$ cat src/rtl/acc_ir_datapath_pkg.sv
// rtl/acc_ir_datapath_pkg.sv - shared opcode, width and field constants for the execution datapath
// Purpose: opcode encoding and instruction field positions used by the datapath,
//          its ALU and its interface.
// Ports:   none (package).
package acc_ir_datapath_pkg;

  localparam int DATA_W_DEF = 8;
  localparam int OPC_W      = 3;

  // Field positions for the default 16-bit instruction word
  localparam int OPC_MSB    = 15;
  localparam int OPC_LSB    = 13;
  localparam int ADDR_MSB   = 12;

  typedef enum logic [OPC_W-1:0] {
    OP_HLT = 3'b000,
    OP_SKZ = 3'b001,
    OP_ADD = 3'b010,
    OP_AND = 3'b011,
    OP_XOR = 3'b100,
    OP_LDA = 3'b101,
    OP_STO = 3'b110,
    OP_JMP = 3'b111
  } opcode_e;

endpackage

$ cat src/rtl/acc_ir_datapath_if.sv
// rtl/acc_ir_datapath_if.sv - controller/bus bundle between CPU controller and execution datapath
// Purpose: groups the controller strobes, the data bus and the datapath results.
// Ports:   master = controller/bus side (drives strobes and data_in),
//          slave  = datapath side (drives opcode, ir_addr, zero, acc, data_out, data_oe).
interface acc_ir_datapath_if
  import acc_ir_datapath_pkg::*;
#(
  parameter int DATA_W = DATA_W_DEF
);

  logic                  load_ir;
  logic                  load_acc;
  logic                  datactr_ena;
  logic [DATA_W-1:0]     data_in;
  logic [OPC_W-1:0]      opcode;
  logic [2*DATA_W-4:0]   ir_addr;
  logic                  zero;
  logic [DATA_W-1:0]     acc;
  logic [DATA_W-1:0]     data_out;
  logic                  data_oe;

  modport master (
    output load_ir, load_acc, datactr_ena, data_in,
    input  opcode, ir_addr, zero, acc, data_out, data_oe
  );

  modport slave (
    input  load_ir, load_acc, datactr_ena, data_in,
    output opcode, ir_addr, zero, acc, data_out, data_oe
  );

endinterface

$ cat src/rtl/acc_ir_datapath_alu.sv
// rtl/acc_ir_datapath_alu.sv - combinational accumulator ALU
// Purpose: computes the accumulator value that an update would produce.
// Ports:   opcode  - current instruction opcode
//          acc     - current accumulator
//          data_in - bus operand
//          next_acc- result (acc for non-arithmetic opcodes)
module acc_ir_datapath_alu
  import acc_ir_datapath_pkg::*;
#(
  parameter int DATA_W = DATA_W_DEF
) (
  input  logic [OPC_W-1:0]  opcode,
  input  logic [DATA_W-1:0] acc,
  input  logic [DATA_W-1:0] data_in,
  output logic [DATA_W-1:0] next_acc
);

  always_comb begin
    next_acc = acc;
    case (opcode_e'(opcode))
      OP_ADD:  next_acc = acc + data_in;  // carry intentionally dropped
      OP_AND:  next_acc = acc & data_in;
      OP_XOR:  next_acc = acc ^ data_in;
      OP_LDA:  next_acc = data_in;
      default: next_acc = acc;            // HLT, SKZ, STO, JMP
    endcase
  end

endmodule

$ cat src/rtl/acc_ir_datapath.sv
// rtl/acc_ir_datapath.sv - instruction register, accumulator and zero flag
// Purpose: assembles the two-byte instruction, applies the ALU once per
//          load_acc burst and presents accumulator data toward the bus.
// Ports:   clk - system clock
//          rst - synchronous active-high reset
//          dp  - acc_ir_datapath_if.slave (strobes and data_in in;
//                opcode, ir_addr, zero, acc, data_out, data_oe out)
module acc_ir_datapath
  import acc_ir_datapath_pkg::*;
#(
  parameter int DATA_W = DATA_W_DEF
) (
  input  logic                 clk,
  input  logic                 rst,
  acc_ir_datapath_if.slave     dp
);

  localparam int IR_W   = 2 * DATA_W;
  localparam int ADDR_W = IR_W - OPC_W;

  logic [IR_W-1:0]   ir_q,         ir_d;
  logic              ptr_q,        ptr_d;
  logic [DATA_W-1:0] acc_q,        acc_d;
  logic              zero_q,       zero_d;
  logic              load_acc_r_q, load_acc_r_d;

  logic [DATA_W-1:0] alu_next;
  logic              acc_update;

  acc_ir_datapath_alu #(.DATA_W(DATA_W)) u_alu (
    .opcode   (ir_q[IR_W-1 -: OPC_W]),
    .acc      (acc_q),
    .data_in  (dp.data_in),
    .next_acc (alu_next)
  );

  // Only the rising edge of a load_acc burst updates, so a held strobe
  // cannot double-apply ADD.
  assign acc_update = dp.load_acc & ~load_acc_r_q;

  always_comb begin
    ir_d         = ir_q;
    ptr_d        = 1'b0;          // any gap in load_ir realigns to the high byte
    acc_d        = acc_q;
    zero_d       = zero_q;
    load_acc_r_d = dp.load_acc;

    if (dp.load_ir) begin
      if (!ptr_q) begin
        ir_d[IR_W-1:DATA_W] = dp.data_in;
      end else begin
        ir_d[DATA_W-1:0] = dp.data_in;
      end
      ptr_d = ~ptr_q;
    end

    // zero follows the value being written so it never lags acc
    if (acc_update) begin
      acc_d  = alu_next;
      zero_d = (alu_next == '0);
    end
  end

  always_ff @(posedge clk) begin
    if (rst) begin
      ir_q         <= '0;
      ptr_q        <= 1'b0;
      acc_q        <= '0;
      zero_q       <= 1'b1;
      load_acc_r_q <= 1'b0;
    end else begin
      ir_q         <= ir_d;
      ptr_q        <= ptr_d;
      acc_q        <= acc_d;
      zero_q       <= zero_d;
      load_acc_r_q <= load_acc_r_d;
    end
  end

  assign dp.opcode   = ir_q[IR_W-1 -: OPC_W];
  assign dp.ir_addr  = ir_q[ADDR_W-1:0];
  assign dp.zero     = zero_q;
  assign dp.acc      = acc_q;
  assign dp.data_out = acc_q;
  assign dp.data_oe  = dp.datactr_ena;

endmodule

$ cat src/flat_wrapper.sv
// flat-port wrapper written by rule: the top's interface ports become plain ports
module acc_ir_datapath_flat import acc_ir_datapath_pkg::*;
#(
  parameter int DATA_W = DATA_W_DEF
)
  (clk, rst, dp_load_ir, dp_load_acc, dp_datactr_ena, dp_data_in, dp_opcode, dp_ir_addr, dp_zero, dp_acc, dp_data_out, dp_data_oe);
  acc_ir_datapath_if #(.DATA_W(DATA_W)) dp_i ();
  input  logic clk;
  input  logic rst;
  input wire logic [$bits(dp_i.load_ir)-1:0] dp_load_ir;
  input wire logic [$bits(dp_i.load_acc)-1:0] dp_load_acc;
  input wire logic [$bits(dp_i.datactr_ena)-1:0] dp_datactr_ena;
  input wire logic [$bits(dp_i.data_in)-1:0] dp_data_in;
  output wire logic [$bits(dp_i.opcode)-1:0] dp_opcode;
  output wire logic [$bits(dp_i.ir_addr)-1:0] dp_ir_addr;
  output wire logic [$bits(dp_i.zero)-1:0] dp_zero;
  output wire logic [$bits(dp_i.acc)-1:0] dp_acc;
  output wire logic [$bits(dp_i.data_out)-1:0] dp_data_out;
  output wire logic [$bits(dp_i.data_oe)-1:0] dp_data_oe;
  assign dp_i.load_ir = dp_load_ir;
  assign dp_i.load_acc = dp_load_acc;
  assign dp_i.datactr_ena = dp_datactr_ena;
  assign dp_i.data_in = dp_data_in;
  assign dp_opcode = dp_i.opcode;
  assign dp_ir_addr = dp_i.ir_addr;
  assign dp_zero = dp_i.zero;
  assign dp_acc = dp_i.acc;
  assign dp_data_out = dp_i.data_out;
  assign dp_data_oe = dp_i.data_oe;
  acc_ir_datapath #(.DATA_W(DATA_W)) u_core (.clk(clk), .rst(rst), .dp(dp_i));
endmodule
$ cat config.mk
export PLATFORM = sky130hd
export DESIGN_NAME = acc_ir_datapath_flat
export DESIGN_NICKNAME = d
export VERILOG_FILES = /design/src/rtl/acc_ir_datapath_pkg.sv /design/src/rtl/acc_ir_datapath_if.sv /design/src/rtl/acc_ir_datapath_alu.sv /design/src/rtl/acc_ir_datapath.sv /design/src/flat_wrapper.sv
export SDC_FILE = /design/constraint.sdc
export NUM_CORES = 1
export LEC_CHECK = 0
export ABC_AREA = 0
export BUFFER_PORTS_ARGS = -buffer_cell sky130_fd_sc_hd__buf_2
export CAP_MARGIN = 10
export CORE_MARGIN = 1
export CORE_UTILIZATION = 35
export CTS_CLUSTER_SIZE = 16
export DETAILED_ROUTE_END_ITERATION = 10
export GPL_TIMING_DRIVEN = 0
export PLACE_DENSITY_LB_ADDON = 0.3
export SYNTH_ARGS = -nofsm -noshare
export SYNTH_HDL_FRONTEND = slang
export SYNTH_SLANG_ARGS = --single-unit
$ cat constraint.sdc
create_clock -name clk -period 8.26 [get_ports clk]
set_clock_uncertainty 0.15 [all_clocks]
set_input_delay 0.413 -clock clk [delete_from_list [all_inputs] [get_ports clk]]
set_output_delay 0.413 -clock clk [all_outputs]
set_load 0.03 [all_outputs]
==> results of run 1 <==
## registers in the layout, summed over array words and instances, names as in the netlist
register,flops
u_core.dp.acc,8
u_core.dp.zero,1
u_core.ir_q,16
u_core.load_acc_r_q,1
u_core.ptr_q,1
## path summary, 6_finish.rpt
path	start	endpoint	depth (start not counted)	slack, ps
worst max register to register	u_core.dp.acc[0]	u_core.dp.zero	8	5370
worst min register to register	u_core.ir_q[8]	u_core.ir_q[8]	2	310
worst min-delay path	dp_load_acc	u_core.load_acc_r_q	2	220
worst max-delay path	u_core.dp.acc[0]	u_core.dp.zero	8	5370
## Yosys cell counts, types with 2 or more instances
| cell | count | area [um^2] |
|---|---|---|
| a22oi_1 | 2 | 15.0 |
| buf_4 | 10 | 75.1 |
| nor2b_1 | 5 | 31.3 |
| inv_1 | 6 | 22.5 |
| nor3b_1 | 3 | 22.5 |
| o221ai_1 | 4 | 35.0 |
| o22ai_1 | 5 | 31.3 |
| nand2b_1 | 6 | 37.5 |
| nand2_1 | 36 | 135 |
| o21ai_0 | 6 | 30.0 |
| a21o_1 | 4 | 30.0 |
| clkbuf_1 | 8 | 30.0 |
| nand3_1 | 9 | 45.0 |
| dfxtp_1 | 27 | 541 |
| nor2_1 | 10 | 37.5 |
| o32ai_1 | 2 | 17.5 |
| xnor2_1 | 2 | 17.5 |
| mux2i_1 | 2 | 20.0 |
| nor3_1 | 4 | 20.0 |
| ha_1 | 8 | 100 |
| a211oi_1 | 2 | 15.0 |
| and3_1 | 3 | 18.8 |
| a21oi_1 | 29 | 145 |
| buf_2 | 3 | 15.0 |
## worst register-to-register path, cell delays in order, from the launching register on
cell and delay, ps:
dfxtp_1 410, ha_1 230, fa_1 420, nor2b_1 140, mux4_2 510, a22oi_1 200, nand4_1 110, or4b_1 510
o21ai_1 140
## power groups by stage
| stage | registers, uW | logic (uW) | clock network [uW] |
|---|---|---|---|
| finish | 143 | 93.5 | 79.7 |
| global route | 144 | 103 | 87.6 |
| CTS | 143 | 93.8 | 83.8 |
| detailed placement | 146 | 93.4 | 0 |
| global placement | 146 | 92.9 | 0 |
| floorplan | 157 | 56.4 | 0 |
## logic make-up after synthesis
| group | Yosys count | share of synthesized area, % |
|---|---|---|
| buf+inv | 29 | 9.22 |
| compound gates | 64 | 23.3 |
| simple gates | 85 | 24.8 |
| fa+ha+maj | 9 | 7.03 |
| flops | 27 | 31.6 |
| xor+xnor | 3 | 1.54 |
| mux | 3 | 2.49 |
## layout make-up
class                           count  share of cell area, %
Clock inverter                      1                  0.364
Clock buffer                        3                   2.00
Sequential cell                    27                   26.2
Buffer                             23                   6.55
Multi-Input combinational cell    164                   49.0
Tap cell                           67                   4.07
Inverter                            6                   1.09
Timing Repair Buffer               44                   10.7
## routing by layer
| metal | wire (um) | part of all wire, % |
|---|---|---|
| met2 | 1980 | 45 |
| met1 | 2190 | 50 |
| met5 | 0 | 0 |
| met3 | 162 | 3.7 |
| met4 | 30 | 0.69 |
## through the flow
stage	total power, uW	hold slack (ps)	util, %
floorplan	213	391	-
global placement	239	289	42.6
detailed placement	239	295	42.6
CTS	320	218	43.7
global route	335	264	43.7
finish	316	225	43.7
==> impl_metrics.yaml, run 1 <==
finish:
  antenna_cells: 0
  final_cells: 335
  layout.cells.most_common: "buf_2"
  multi_input_comb_area_um2: 1010
  fillCellCount: 498
  area_growth_pct: 20.6
  regArea_um2: 541
  layout-drive-gt1-share_pct: 23.9
  nNetsFinal: 291
  layout_common_cells: "buf_2 (47), nand2_1 (36), a21oi_1 (29)"
  finalInstanceArea_um2: 2060
grt:
  grt_overflow_total: 0
  antenna_found_initial: 0
  top_usage_layer: "met2"
  grt_first_pass_wirelength_mm: 7.21
  use_met3_pct: 1.69
  grt_pass1_vias: 1500
  grt_use_total_pct: 17.6
  grt_util_met1_pct: 25.2
  grt_max_degree: 17
  gr-usage-met2_pct: 28.0
power:
  power.share.switching_pct: 34.9
  p_clk_share_pct: 25.2
  switching_power_uw: 110
  p_leak_uw: 0.000925
  p_comb_share_pct: 29.6
  seqPwrFrac_pct: 45.2
  power.internal_uw: 206
  power.density_nw_per_um2: 153
  ir_drop_uv: 72.8
clocking:
  insertion_delay_ps: 280
  cts_num_sinks: 27
  cts_setup_buffers: 0
  clk_pin_slew_worst_paths_ps: 100
  clock_path_buffers: 2
  holdBufCountCts: 0
  cts_tree: "built"
  cts_root_buffer: "clkbuf_8"
  cts-htree-levels: 1
  numCtsBuffers: 3
  cts_resized: 0
die:
  dieArea_um2: 5170
  die-width_um: 71.9
  rows: 25
  start_util_pct: 36.2
  fp.coreArea_um2: 4720
  die_y_um: 71.9
  ioPinCount: 47
logic_synthesis:
  synth_seq_cells: 27
  synth_edf_count: 0
  syn_area_um2: 1710
  synth_warnings: 0
  syn-instance-count: 220
  syn-num-nets: 242
  ys_types: 48
  seq_area_frac_synth_pct: 31.6
  synth_area_per_cell_um2: 7.77
  ys.flop_type: "dfxtp_1"
  async_flop_share_pct: 0
setup_path:
  required_ps: 8330
  critPathCaptureType: "register"
  slowest_delay_ps: 510
  crit_type: "register to register"
  path_buf_inv: 0
  path_cells: "ha_1 -> fa_1 -> nor2b_1 -> mux4_2 -> a22oi_1 -> nand4_1 -> or4b_1 -> o21ai_1"
  cpMaxStageDelayCell: "mux4_2"
  crit_family: "simple AND/OR/NAND/NOR gates"
  critPathLaunchType: "register"
  critPathMaxFanout: 5
  arrival_ps: 2960
route:
  wl_per_cell_um: 13.0
  dr_total_vias: 1729
  drcViolationCount: 2
  drt_wl_total_mm: 4.37
  vias_per_cell: 5.16
  drtIter0Drc: 124
  drt_pass1_iterations: 7
  antenna_left: 0
timing:
  slew_headroom_pct: 63.8
  fin_ws_ps: 5370
  max_freq_mhz: 346
  slew_viol_final: 0
  rsz0062_at_grt: "false"
  final.setup.tns_ps: 0
  period_share_pct: 35.0
  setup_violations: 0
  fin_crit_ps: 2890
  tightestPinTransition_ps: 543
  finalHoldViolCount: 0
run_status:
  violations: "DRC"
  outcome: "finished, violations left"
placement:
  dpl_worst_slack_ps: 5250
  place_hpwl_mm: 3.32
  io_buffers: 44
  gp_congestion: 0.891
  placed_area_um2: 2010
  dp_cells: 331
hold_path:
  hold_class: "input pin to register"
run:
  maxCapViolations: 0
(Power assumes the default switching activity.)
==> run 2: changes to the inputs <==
ABC_AREA = 1   (was 0)
clock period = 2.9 ns   (was 8.26 ns; I/O delays follow)
==> run 2 against run 1 <==
Count of clock-buffer cells in the layout is the same. Flip-flop and latch count is the same. Combinational power grew to 3.8 times the previous value. Clock power grew to 2.6 times the previous value. Non-clock buffer count shrank 4. Cell count grew 14%. Die area is essentially flat. Critical path depth grew 3. Hold slack lost 190 ps. The run now ends clean. Power grew to 3.1 times the previous value. Global-route usage grew 1.2 points. Highest routed layer unchanged. Setup slack lost 4700 ps.
==> impl_metrics.yaml, run 2 <==
grt:
  grt_first_pass_wirelength_mm: 7.57
  grt_max_degree: 16
  grt_pass1_vias: 1634
  grt_use_total_pct: 18.8
  grt_overflow_total: 0
  antenna_found_initial: 0
die:
  dieArea_um2: 5160
  start_util_pct: 36.2
  die-width_um: 71.9
  fp.coreArea_um2: 4720
  die_y_um: 71.9
  rows: 25
  ioPinCount: 47
route:
  antenna_left: 0
  vias_per_cell: 4.76
  drt_wl_total_mm: 4.51
  wl_per_cell_um: 11.8
  drcViolationCount: 0
  drtIter0Drc: 153
  dr_total_vias: 1815
  drt_pass1_iterations: 4
logic_synthesis:
  synth_seq_cells: 27
  ys_types: 26
  synth_top_cell_by_area: "dfxtp_1"
  ys.flop_type: "dfxtp_1"
  synth_area_per_cell_um2: 6.49
  syn-instance-count: 263
  syn-num-nets: 285
  synth_edf_count: 0
  synth_common_cells: "nand2_1 (62), nor2_1 (46), dfxtp_1 (27)"
  seq_area_frac_synth_pct: 31.6
  async_flop_share_pct: 0
  synth_warnings: 0
  syn_area_um2: 1710
  synth_top_area_share_pct: 31.6
  synthTopCellsByArea: "dfxtp_1 (32%), nand2_1 (14%), nor2_1 (10%), o21ai_0 (6.4%), nand3_1 (6.2%)"
  synth_most_common_cell: "nand2_1"
finish:
  max_flop_register: "u_core.ir_q"
  layout-drive-gt1-share_pct: 22.3
  nNetsFinal: 337
  layout.cells.most_common: "nand2_1"
  largest_reg_flops: 16
  antenna_cells: 0
  area_growth_pct: 22.0
  final_cells: 381
  layout_common_cells: "nand2_1 (62), buf_2 (46), nor2_1 (46)"
timing:
  slew_headroom_pct: 61.9
  fin_crit_ps: 2200
  period_share_pct: 75.8
  setup_violations: 0
  hold_slack_ps: 30.1
  slew_viol_final: 0
  finalHoldViolCount: 0
  rsz0062_at_grt: "false"
  max_freq_mhz: 455
  tightestPinTransition_ps: 569
  final.setup.tns_ps: 0
setup_path:
  cpMaxStageDelayCell: "fa_1"
  critPathLaunchType: "register"
  slowest_delay_ps: 390
  arrival_ps: 2260
  crit_family: "simple AND/OR/NAND/NOR gates"
  crit_type: "register to register"
  path_buf_inv: 0
  required_ps: 2960
  critPathMaxFanout: 5
  path_cells: "ha_1 -> fa_1 -> nor2_1 -> nor2_1 -> nand2_1 -> nand2_1 -> nor3_1 -> nand3_1 -> nor2_1 -> nand2_1 -> o21ai_2"
  critPathCaptureType: "register"
clocking:
  cts-htree-levels: 1
  cts_root_buffer: "clkbuf_8"
  cts_tree: "built"
  clk_pin_slew_worst_paths_ps: 90
  numCtsBuffers: 3
  clock_path_buffers: 2
  cts_setup_buffers: 0
  insertion_delay_ps: 270
  cts_num_sinks: 27
run_status:
  outcome: "complete, no violations"
power:
  p_leak_uw: 0.00111
  ir_drop_uv: 309
  power.density_nw_per_um2: 474
placement:
  place_hpwl_mm: 3.55
  dp_cells: 375
  gp_congestion: 0.890
  io_buffers: 45
run:
  maxCapViolations: 0
hold_path:
  hold_class: "input pin to register"
## run 2: changes by cell type in the layout (fill, tap and decap cells not counted), sizes merged, moves of 5 or more
cell,change
nand2b,-6
nor2b,-5
or2,+8
inv,+19
nand3,+12
o22ai,-5
nor2,+36
a21oi,-17
nand2,+28
o211ai,+5
o21ai,+16
## run 2: worst paths after layout
kind	start	end	slack, ps	cells after the start
hold reg to reg	u_core.ir_q[4]	u_core.ir_q[4]	340	2
setup reg to reg	u_core.dp.acc[0]	u_core.dp.zero	700	11
hold / removal	dp_data_in[0]	u_core.ir_q[8]	30	3
setup / recovery	u_core.dp.acc[0]	u_core.dp.zero	700	11
## run 2: layer usage
| layer | vias to the layer above | share of wire (%) | GRT usage [%] |
|---|---|---|---|
| met5 | - | 0 | 0 |
| met2 | 59 | 45 | 29.9 |
| met1 | 808 | 49 | 26.3 |
| li1 | 942 | - | - |
| met4 | 0 | 1.4 | 4.36 |
| met3 | 6 | 4.8 | 3.38 |
## run 2: layout make-up
class / count / area (um^2)
buffer: 16 / 110
clock buffer: 3 / 41.3
clock inverter: 1 / 5.00
fill: 518 / 2640
inverter: 25 / 93.8
multi-input combinational: 195 / 963
sequential: 27 / 541
tap: 67 / 83.8
timing repair buffer: 47 / 245
## run 2: repair_timing
| item | 4_1_cts | 5_1_grt |
|---|---|---|
| resized for setup | 0 | 0 |
| hold buffers | 2 | 0 |
| hold endpoints to repair | 3 | 0 |
## run 2: cell families after synthesis
family                     share of synthesized area, %
AOI/OAI and AO/OA                                  12.7
adders and majority gates                          7.03
buffers and inverters                              11.9
DFF                                                31.6
and+or+nand+nor                                    36.7
## run 2: power breakdown
part           switching (uW)  internal (uW)  leakage (uW)
clock                     113           96.1     0.0000255
combinational             231            125      0.000862
sequential               24.2            398      0.000223
## run 2: stage by stage
step / util (%) / setup WS (ps) / cell area [um^2] / total power [uW]
floorplan: - / 899 / 1710 / 688
global placement: 42.7 / 715 / 2020 / 780
detailed placement: 42.7 / 740 / 2020 / 783
CTS: 44.1 / 715 / 2080 / 994
global route: 44.1 / 538 / 2080 / 1060
finish: 44.1 / 701 / 2080 / 987
## run 2: worst reg2reg max path, stage by stage, from the launching register on
cell     delay (ps)
dfxtp_1         350
ha_1            250
fa_1            390
nor2_1          110
nor2_1           50
nand2_1          50
nand2_1          50
nor3_1          220
nand3_1         180
nor2_1          140
nand2_1          90
o21ai_2         120
